$ cat src/rtl/polygon_draw_scheduler.sv
// Round-robin scheduler sharing one polygon draw engine among several sources.
// Optional BUSY watchdog enabled by defining DRAW_TIMEOUT_EN.
module polygon_draw_scheduler #(
    parameter int unsigned NUM_REQUESTERS   = 4,
    parameter int unsigned MAX_NUM_VERTICES = 4,
    parameter int unsigned TIMEOUT_CYCLES   = 1048576
) (
    input  logic                                clk_in,
    input  logic                                rst_in,
    input  logic [NUM_REQUESTERS-1:0]           req_in,
    input  logic signed [31:0]                  xs_in [NUM_REQUESTERS][MAX_NUM_VERTICES],
    input  logic signed [31:0]                  ys_in [NUM_REQUESTERS][MAX_NUM_VERTICES],
    input  logic [$clog2(MAX_NUM_VERTICES):0]   num_points_in [NUM_REQUESTERS],
    input  logic                                pause_in,
    input  logic                                draw_done_in,
    output logic [NUM_REQUESTERS-1:0]           grant_out,
    output logic                                draw_start_out,
    output logic signed [31:0]                  xs_out [MAX_NUM_VERTICES],
    output logic signed [31:0]                  ys_out [MAX_NUM_VERTICES],
    output logic [$clog2(MAX_NUM_VERTICES):0]   num_points_out,
    output logic                                busy_out,
    output logic                                reject_out,
    output logic [15:0]                         draw_count_out,
    output logic                                timeout_out
);
    localparam int unsigned IdxW = $clog2(NUM_REQUESTERS);
    localparam int unsigned NpW  = $clog2(MAX_NUM_VERTICES) + 1;

    if (NUM_REQUESTERS < 2 || NUM_REQUESTERS > 8 || TIMEOUT_CYCLES < 1) begin : g_param_check
        $error("polygon_draw_scheduler: illegal parameter value");
    end

    typedef enum logic [1:0] {StIdle, StLoad, StStart, StBusy} state_e;

    state_e                 state_q, state_d;
    logic [IdxW-1:0]        winner_q, winner_d;
    logic [IdxW-1:0]        last_winner_q, last_winner_d;
    logic signed [31:0]     xs_q [MAX_NUM_VERTICES];
    logic signed [31:0]     xs_d [MAX_NUM_VERTICES];
    logic signed [31:0]     ys_q [MAX_NUM_VERTICES];
    logic signed [31:0]     ys_d [MAX_NUM_VERTICES];
    logic [NpW-1:0]         num_points_q, num_points_d;
    logic [15:0]            draw_count_q, draw_count_d;

    logic [IdxW-1:0]        pick_idx;
    logic [IdxW-1:0]        cand;
    logic                   pick_found;
    logic                   pts_valid;

`ifdef DRAW_TIMEOUT_EN
    localparam int unsigned TmoW = $clog2(TIMEOUT_CYCLES + 1);
    logic [TmoW-1:0]        tmo_cnt_q, tmo_cnt_d;
    logic                   timeout_q, timeout_d;
`endif

    // Search starts one past the last winner so every source gets a turn.
    always_comb begin
        pick_idx   = last_winner_q;
        pick_found = 1'b0;
        cand       = '0;
        for (int i = 1; i <= int'(NUM_REQUESTERS); i++) begin
            cand = IdxW'((int'(last_winner_q) + i) % int'(NUM_REQUESTERS));
            if (!pick_found && req_in[cand]) begin
                pick_idx   = cand;
                pick_found = 1'b1;
            end
        end
    end

    assign pts_valid = (num_points_in[winner_q] >= NpW'(3)) &&
                       (num_points_in[winner_q] <= NpW'(MAX_NUM_VERTICES));

    always_comb begin
        state_d        = state_q;
        winner_d       = winner_q;
        last_winner_d  = last_winner_q;
        xs_d           = xs_q;
        ys_d           = ys_q;
        num_points_d   = num_points_q;
        draw_count_d   = draw_count_q;
        grant_out      = '0;
        draw_start_out = 1'b0;
        reject_out     = 1'b0;
`ifdef DRAW_TIMEOUT_EN
        tmo_cnt_d      = tmo_cnt_q;
        timeout_d      = timeout_q;
`endif
        unique case (state_q)
            StIdle: begin
                if (!pause_in && pick_found) begin
                    winner_d = pick_idx;
                    state_d  = StLoad;
                end
            end
            StLoad: begin
                grant_out[winner_q] = 1'b1;
                last_winner_d       = winner_q;
                if (pts_valid) begin
                    xs_d         = xs_in[winner_q];
                    ys_d         = ys_in[winner_q];
                    num_points_d = num_points_in[winner_q];
                    state_d      = StStart;
                end else begin
                    reject_out = 1'b1;
                    state_d    = StIdle;
                end
            end
            StStart: begin
                draw_start_out = 1'b1;
                state_d        = StBusy;
`ifdef DRAW_TIMEOUT_EN
                tmo_cnt_d      = '0;
`endif
            end
            StBusy: begin
                if (draw_done_in) begin
                    draw_count_d = draw_count_q + 16'd1;
                    state_d      = StIdle;
                end
`ifdef DRAW_TIMEOUT_EN
                else if (tmo_cnt_q == TmoW'(TIMEOUT_CYCLES - 1)) begin
                    timeout_d = 1'b1;
                    state_d   = StIdle;
                end else begin
                    tmo_cnt_d = tmo_cnt_q + TmoW'(1);
                end
`endif
            end
            default: state_d = StIdle;
        endcase
    end

    always_ff @(posedge clk_in) begin
        if (rst_in) begin
            state_q       <= StIdle;
            winner_q      <= '0;
            last_winner_q <= IdxW'(NUM_REQUESTERS - 1);
            for (int v = 0; v < int'(MAX_NUM_VERTICES); v++) begin
                xs_q[v] <= '0;
                ys_q[v] <= '0;
            end
            num_points_q  <= '0;
            draw_count_q  <= '0;
`ifdef DRAW_TIMEOUT_EN
            tmo_cnt_q     <= '0;
            timeout_q     <= 1'b0;
`endif
        end else begin
            state_q       <= state_d;
            winner_q      <= winner_d;
            last_winner_q <= last_winner_d;
            xs_q          <= xs_d;
            ys_q          <= ys_d;
            num_points_q  <= num_points_d;
            draw_count_q  <= draw_count_d;
`ifdef DRAW_TIMEOUT_EN
            tmo_cnt_q     <= tmo_cnt_d;
            timeout_q     <= timeout_d;
`endif
        end
    end

    assign busy_out       = (state_q != StIdle);
    assign xs_out         = xs_q;
    assign ys_out         = ys_q;
    assign num_points_out = num_points_q;
    assign draw_count_out = draw_count_q;
`ifdef DRAW_TIMEOUT_EN
    assign timeout_out    = timeout_q;
`else
    assign timeout_out    = 1'b0;
`endif

endmodule

$ cat config.mk
export PLATFORM = sky130hd
export DESIGN_NAME = polygon_draw_scheduler
export DESIGN_NICKNAME = d
export VERILOG_FILES = /design/src/rtl/polygon_draw_scheduler.sv
export SDC_FILE = /design/constraint.sdc
export NUM_CORES = 1
export LEC_CHECK = 0
export ABC_AREA = 1
export CAP_MARGIN = 5
export CORE_AREA = 2 2 513 515
export CTS_CLUSTER_DIAMETER = 80
export DETAILED_ROUTE_END_ITERATION = 10
export DIE_AREA = 0 0 515 517
export HOLD_SLACK_MARGIN = 0.08
export PLACE_DENSITY = 0.3
export SYNTH_ARGS = -nofsm -noshare
export SYNTH_HDL_FRONTEND = slang
export SYNTH_SLANG_ARGS = --single-unit
$ cat constraint.sdc
create_clock -name clk_in -period 2.3 [get_ports clk_in]
set_clock_uncertainty 0.1 [all_clocks]
set_input_delay 0.69 -clock clk_in [delete_from_list [all_inputs] [get_ports clk_in]]
set_output_delay 0.69 -clock clk_in [all_outputs]
set_load 0.02 [all_outputs]
==> metrics.txt, run 1 <==
outcome=finished, violations left; failing checks=negative setup slack; Final Core Density=0.157; minimum clock period=2940 ps; Synth cell types=28; Worst Setup Path Type=flop to primary output; reg2reg start=winner_q[0]$_SDFFE_PP0P_; crit start category=flop; Place WS=-1110 ps; Finished Cell Area=0.0410 mm²; synthesized area per cell=6.26 µm²; clock share of power=0.266; Initial Util=0.0683; Seq/Total Area, Yosys=0.316; actual slew at the worst max-slew pin=about 660 ps; Int Pwr=15.3 mW; max-cap viol count=0; WP data arrival=2150 ps; Post-DP HPWL=162000 µm; IO Pins=approximately 1.3k; Synth top cells by count=nor2_1 (533), o21ai_0 (526), nand2_1 (325); initial antenna violation count=54; Hold Path Class=input port to flop; total number of vias=roughly 28k; slew margin rel.=0.557; Post-Syn Instances=roughly 2.8k; DRC violations left=0; clk root buf=clkbuf_16; Syn. warnings=0; Layout area overhead=130%; top-count cell post-synth=nor2_1; Worst R2R Setup Slack=-290 ps; PortBufs=between 1k and 1.5k; dpl cells=7645; Post-synth EDFFs=0; setup_tns=-54410 ps; Data required, critical path=1510 ps; top_reg_cell synth=dfxtp_1; final setup margin=-644 ps; FF+latch count, synth=281; Critical R2R Capture=ys_out[29]$_SDFFE_PP0P_; crit-path max FO=9; Syn Nets=3891; GRT Total Usage=0.138; Post-DRT Antenna Nets=0; largest net degree at the start of global routing=around 100; share of layout cells above drive strength 1=0.142; hold_sp=rst_in; final hold vios=0; DR WL/cell=25.3 µm; Die X=about 500 µm; combinational share of power=0.520; DP Area=0.0378 mm²; final setup fails=420; CTS HTree Levels=2; maximum VDD drop=~0.40 mV; Power Total=around 26 mW; core footprint=0.261 mm²; Hold EP=xs_out[54]$_SDFFE_PP0P_; Via-to-Cell Ratio=3.61; Sw Share=0.404; period utilization=1.28; drt pass-1 iters=5; CTS tree=yes; CTS buffer count=43; power density over the cells=627 mW/mm²; GP Congestion=0.857; final WL=198000 µm; DIE AREA=between 0.2 and 0.3 mm²; Post-synth ARST share=0; RSZ-0062 raised after global routing=true; reg2reg path depth=15; Starting DRT DRC Count=1492; Sw Pwr=10.4 mW; fin cells=7822; Yosys top cell area share=0.316; max-slew violations=0; WHS Path Cells=2; fmax=between 300 and 400 MHz; mapped cell area=between 0.015 and 0.02 mm²; leading area contributor after synthesis=dfxtp_1; clock-pin slew on the worst setup and hold paths=approximately 50 ps; crit path capture type=primary output; Final #Nets=5389; final hold slack=276 ps; Leak=between 10 and 15 nW; largest buffer count on any clock path=3; GRT overflow=0; Flop pwr share=0.214; vias in the first global route=28.8k; first-pass GRT wire length=254000 µm; FP Rows=188; clock latency on the worst-skew pair=630 ps; Die Ht=517 µm; # clock sinks=281; Synth area leaders=dfxtp_1 (32%), o21ai_0 (15%), nor2_1 (11%)
cells in the final DEF, fill, tap and decap left out, drive strengths merged:
master | Yosys | layout
a211oi | 2 | 2
a21oi | 276 | 276
a31oi | 1 | 1
and2 | 1 | 1
buf | 110 | 476
bufbuf | 0 | 7
bufinv | 0 | 2
clkbuf | 208 | 71
clkdlybuf4s15 | 0 | 30
clkdlybuf4s50 | 0 | 1204
clkinv | 0 | 5
clkinvlp | 0 | 3
conb | 1 | 1
dfxtp | 281 | 281
diode | 0 | 27
dlygate4sd2 | 0 | 12
dlymetal6s2s | 0 | 34
ha | 1 | 1
inv | 37 | 40
nand2 | 327 | 327
nand3 | 14 | 14
nand4 | 259 | 259
nor2 | 533 | 533
nor3 | 3 | 3
o211ai | 7 | 7
o21a | 1 | 1
o21ai | 527 | 527
o21ba | 1 | 1
o22ai | 256 | 256
metal layers:
metal	global-route usage	up-vias	wire [µm]
met5	0	-	136
met2	0.242	1279	96100
li1	-	13200	-
met4	0.0387	22	5670
met3	0.0407	182	16200
met1	0.162	13600	79700
registers in the layout, summed over array words and instances, names as in the netlist, named ones only:
name and cells:
xs_out 128, last_winner_q 2, draw_count_out 16, winner_q 2, num_points_out 3, ys_out 128, state_q 1
how the worst max path moves through the flow:
| stage | startpoint | endpoint | slack (ps) | depth (start not counted) |
|---|---|---|---|---|
| detailed placement | num_points_in[4] | reject_out | -1110 | 10 |
| global route | winner_q[0]$_SDFFE_PP0P_ | reject_out | -730 | 7 |
| finish | winner_q[0]$_SDFFE_PP0P_ | reject_out | -640 | 7 |
| global placement | num_points_in[10] | reject_out | -1200 | 10 |
| floorplan | num_points_in[5] | reject_out | -80 | 8 |
| CTS | winner_q[0]$_SDFFE_PP0P_ | reject_out | -780 | 7 |
final cells by class:
type | instances | area, µm²
antenna | 27 | 67.6
clock buffer | 63 | 1260
clock inverter | 13 | 141
fill | 29900 | 220000
inverter | 37 | 168
multi-input combinational | 2210 | 10900
sequential | 281 | 5640
tap | 3420 | 4280
timing repair buffer | 1771 | 18600
power groups by stage:
stage	Sequential [mW]	Combinational [mW]	Clock, mW
2_1_floorplan	5.94	4.19	0
3_3_place_gp	5.64	12.2	0
3_5_place_dp	5.64	12.1	0
4_1_cts	5.52	13.3	7.14
5_1_grt	5.56	14.3	7.27
6_report	5.52	13.4	6.83
worst max-delay path: stages (launching register included):
cell	delay (ps)
dfxtp_4	420
inv_16	70
o211ai_1	280
nand2_4	200
nand2_4	140
nand2_8	60
a21oi_4	190
buf_6	140
cells by family (layout without fill, tap and decap cells):
group / Yosys count / in the layout / share of synthesized area
AO/OA/AOI/OAI: 1071 / 1071 / 0.320
adder cells (fa/ha/maj): 1 / 1 / 0.000702
buffers and inverters: 355 / 1884 / 0.0855
flip-flops: 281 / 281 / 0.316
other: 1 / 28 / 0.000210
AND/OR/NAND/NOR: 1137 / 1137 / 0.278
timing repair:
| action | 4_1_cts | 5_1_grt |
|---|---|---|
| buffers inserted | 48 | 5 |
| resized for setup | 203 | 55 |
| pin swaps | 28 | 24 |
| hold buffers | 0 | 0 |
| endpoints found under the setup margin | 505 | 465 |
| cloned | 17 | 8 |
(Power assumes the default switching activity.)
==> inputs of run 2 (changes only) <==
--- a/config.mk
+++ b/config.mk
@@ -13,6 +13,7 @@
 export DIE_AREA = 0 0 515 517
 export HOLD_SLACK_MARGIN = 0.08
 export PLACE_DENSITY = 0.3
+export RECOVER_POWER = 100
 export SYNTH_ARGS = -nofsm -noshare
 export SYNTH_HDL_FRONTEND = slang
 export SYNTH_SLANG_ARGS = --single-unit
==> metrics.txt, run 2 (synthesis gave the netlist of run 1 again) <==
outcome=finished, violations left; failing checks=negative setup slack; maximum VDD drop=0.401 mV (+0.45%); largest net degree at the start of global routing=99 (unchanged); dpl cells=7645 (unchanged); GP Congestion=0.857 (unchanged); final hold vios=0 (unchanged); Via-to-Cell Ratio=3.62 (about the same); FP Rows=188 (unchanged); core footprint=0.261 mm² (unchanged); worst path buffer plus inverter count=2 (unchanged); minimum clock period=2950 ps (+1.98 ps); Worst Setup Path Type=flop to primary output; CTS buffer count=43 (unchanged); Hold Buf Count CTS=0 (unchanged); crit-path max FO=9 (unchanged); PortBufs=1325 (unchanged); clock latency on the worst-skew pair=630 ps (about the same); period utilization=1.28 (about the same); Layout area overhead=127%; Post-DP HPWL=162000 µm (unchanged); slew margin rel.=0.485 (-0.0726); fillers=30.0k (+0.27%); clock-pin slew on the worst setup and hold paths=50 ps (about the same); WP data arrival=2160 ps (about the same); crit-path cells=inv_16 > o211ai_1 > nand2_4 > nand2_4 > nand2_8 > a21oi_4 > buf_6; max-cap viol count=0 (unchanged); Final #Nets=5389 (unchanged); IO Pins=1327 (unchanged); clock share of power=0.266 (about the same); Flop pwr share=0.215 (about the same); RSZ-0062 raised after global routing=true; commonest non-fill, non-tap cell in the layout=clkdlybuf4s50_1; final WL=198000 µm (about the same); Data required, critical path=1510 ps (about the same); share of layout cells above drive strength 1=0.139 (-0.00297); final setup margin=-646 ps (-1.98 ps); Power Total=25.6 mW (-0.41%); Int Pwr=15.2 mW (-0.71%); GRT overflow=0 (unchanged); most frequent cells in the layout=clkdlybuf4s50_1 (1203), nor2_1 (527), o21ai_0 (525); # clock sinks=281 (unchanged); Initial Util=0.0683 (unchanged); first-pass GRT wire length=254000 µm (unchanged); GRT Total Usage=0.138 (unchanged); DR WL/cell=25.3 µm (about the same); final hold slack=275 ps (-1.57 ps); fmax=339 MHz (about the same); max-slew violations=0 (unchanged); DRC violations left=0 (unchanged); CTS HTree Levels=2 (unchanged); largest buffer count on any clock path=3 (unchanged); clk root buf=clkbuf_16; Leak=14.0 nW (-5.2%); CP most frequent cell=nand2_4; power density over the cells=633 mW/mm² (+1.0%); Post-DRT Antenna Nets=0 (unchanged); vias in the first global route=28.8k (unchanged); crit path capture type=primary output; slowest stage delay, CP=420 ps (about the same); Final Core Density=0.155 (-0.00219); Die X=515 µm (unchanged); combinational share of power=0.519 (about the same); Sw Share=0.405 (+0.00183); fin cells=7820 (-0.026%); crit-path leading delay family=compound AO/OA/AOI/OAI gates; crit start category=flop; Crit-path slowest cell=dfxtp_4; Hold Path Class=input port to flop; DP Area=0.0378 mm² (unchanged); initial antenna violation count=55 (+1.9%); DIE AREA=0.266 mm² (unchanged); final setup fails=415 (-1.2%); Finished Cell Area=0.0405 mm² (-1.4%); drt pass-1 iters=7 (+2); actual slew at the worst max-slew pin=773 ps (+109 ps); CTS tree=yes; total number of vias=28.3k (+0.053%); Die Ht=517 µm (unchanged); Starting DRT DRC Count=1515 (+1.5%); Sw Pwr=10.4 mW (about the same)
## run 2: changes by cell type in the layout (fill, tap and decap cells not counted), moves of 3 or more
cell,delta
buf_4,-41
clkbuf_4,+7
buf_12,-8
clkbuf_1,+46
dlygate4sd2_1,+3
dlymetal6s2s_1,-34
clkdlybuf4s15_2,-8
clkbuf_2,+33
buf_2,+4
## run 2: cell type report
type                            instances  area [µm²]  area share
Antenna cell                           25        62.6     0.00155
Clock buffer                           63        1260      0.0312
Clock inverter                         13         141     0.00349
Inverter                               37         168     0.00414
Multi-Input combinational cell       2210       10900       0.269
Sequential cell                       281        5640       0.139
Tap cell                             3420        4280       0.106
Timing Repair Buffer                 1771       18000       0.446
## run 2: path summary, 6_finish.rpt
path	slack [ps]	from	cells after the start	to
max	-650	winner_q[0]$_SDFFE_PP0P_	7	reject_out
min	270	rst_in	2	xs_out[54]$_SDFFE_PP0P_
max reg2reg	-280	winner_q[0]$_SDFFE_PP0P_	15	ys_out[101]$_SDFFE_PP0P_
min reg2reg	360	xs_out[92]$_SDFFE_PP0P_	2	xs_out[92]$_SDFFE_PP0P_
## run 2: stage by stage
| step | setup TNS [ps] | worst slack, ps |
|---|---|---|
| floorplan | -84.1 | -84.1 |
| global placement | -257300 | -1200 |
| detailed placement | -237090 | -1110 |
| CTS | -94010 | -781 |
| global route | -93280 | -729 |
| finish | -53900 | -646 |
## run 2: routing by layer
layer	track usage	routed length [µm]	vias to the layer above	share of wire
met5	0	136	-	0.00069
li1	-	-	13200	-
met4	0.0387	5670	22	0.029
met1	0.162	79900	13600	0.40
met2	0.242	96100	1263	0.49
met3	0.0407	16000	176	0.081
## run 2: worst reg2reg max path: stages (launching register included)
cell,delay [ps]
dfxtp_4,380
buf_12,140
buf_16,130
nor2_1,190
o21ai_4,110
inv_2,80
nand2_4,60
nand2_8,90
buf_6,200
nand3_4,110
buf_12,150
buf_12,120
buf_16,140
bufbuf_16,360
nand2_1,60
a21oi_1,50
## run 2: power groups by stage
stage	Clock, mW	Combinational (mW)	Sequential (mW)
final	6.82	13.3	5.51
after global routing	7.27	14.2	5.55
after CTS	7.14	13.3	5.52
after detailed placement	0	12.1	5.64
after global placement	0	12.2	5.64
after floorplan	0	4.19	5.94
## run 2: repair_timing
item                       in CTS  in global routing
setup endpoints to repair     505                465
pin swaps                      28                 24
gates resized for setup       203                 55
gates cloned                   17                  8
setup buffers                  48                  5
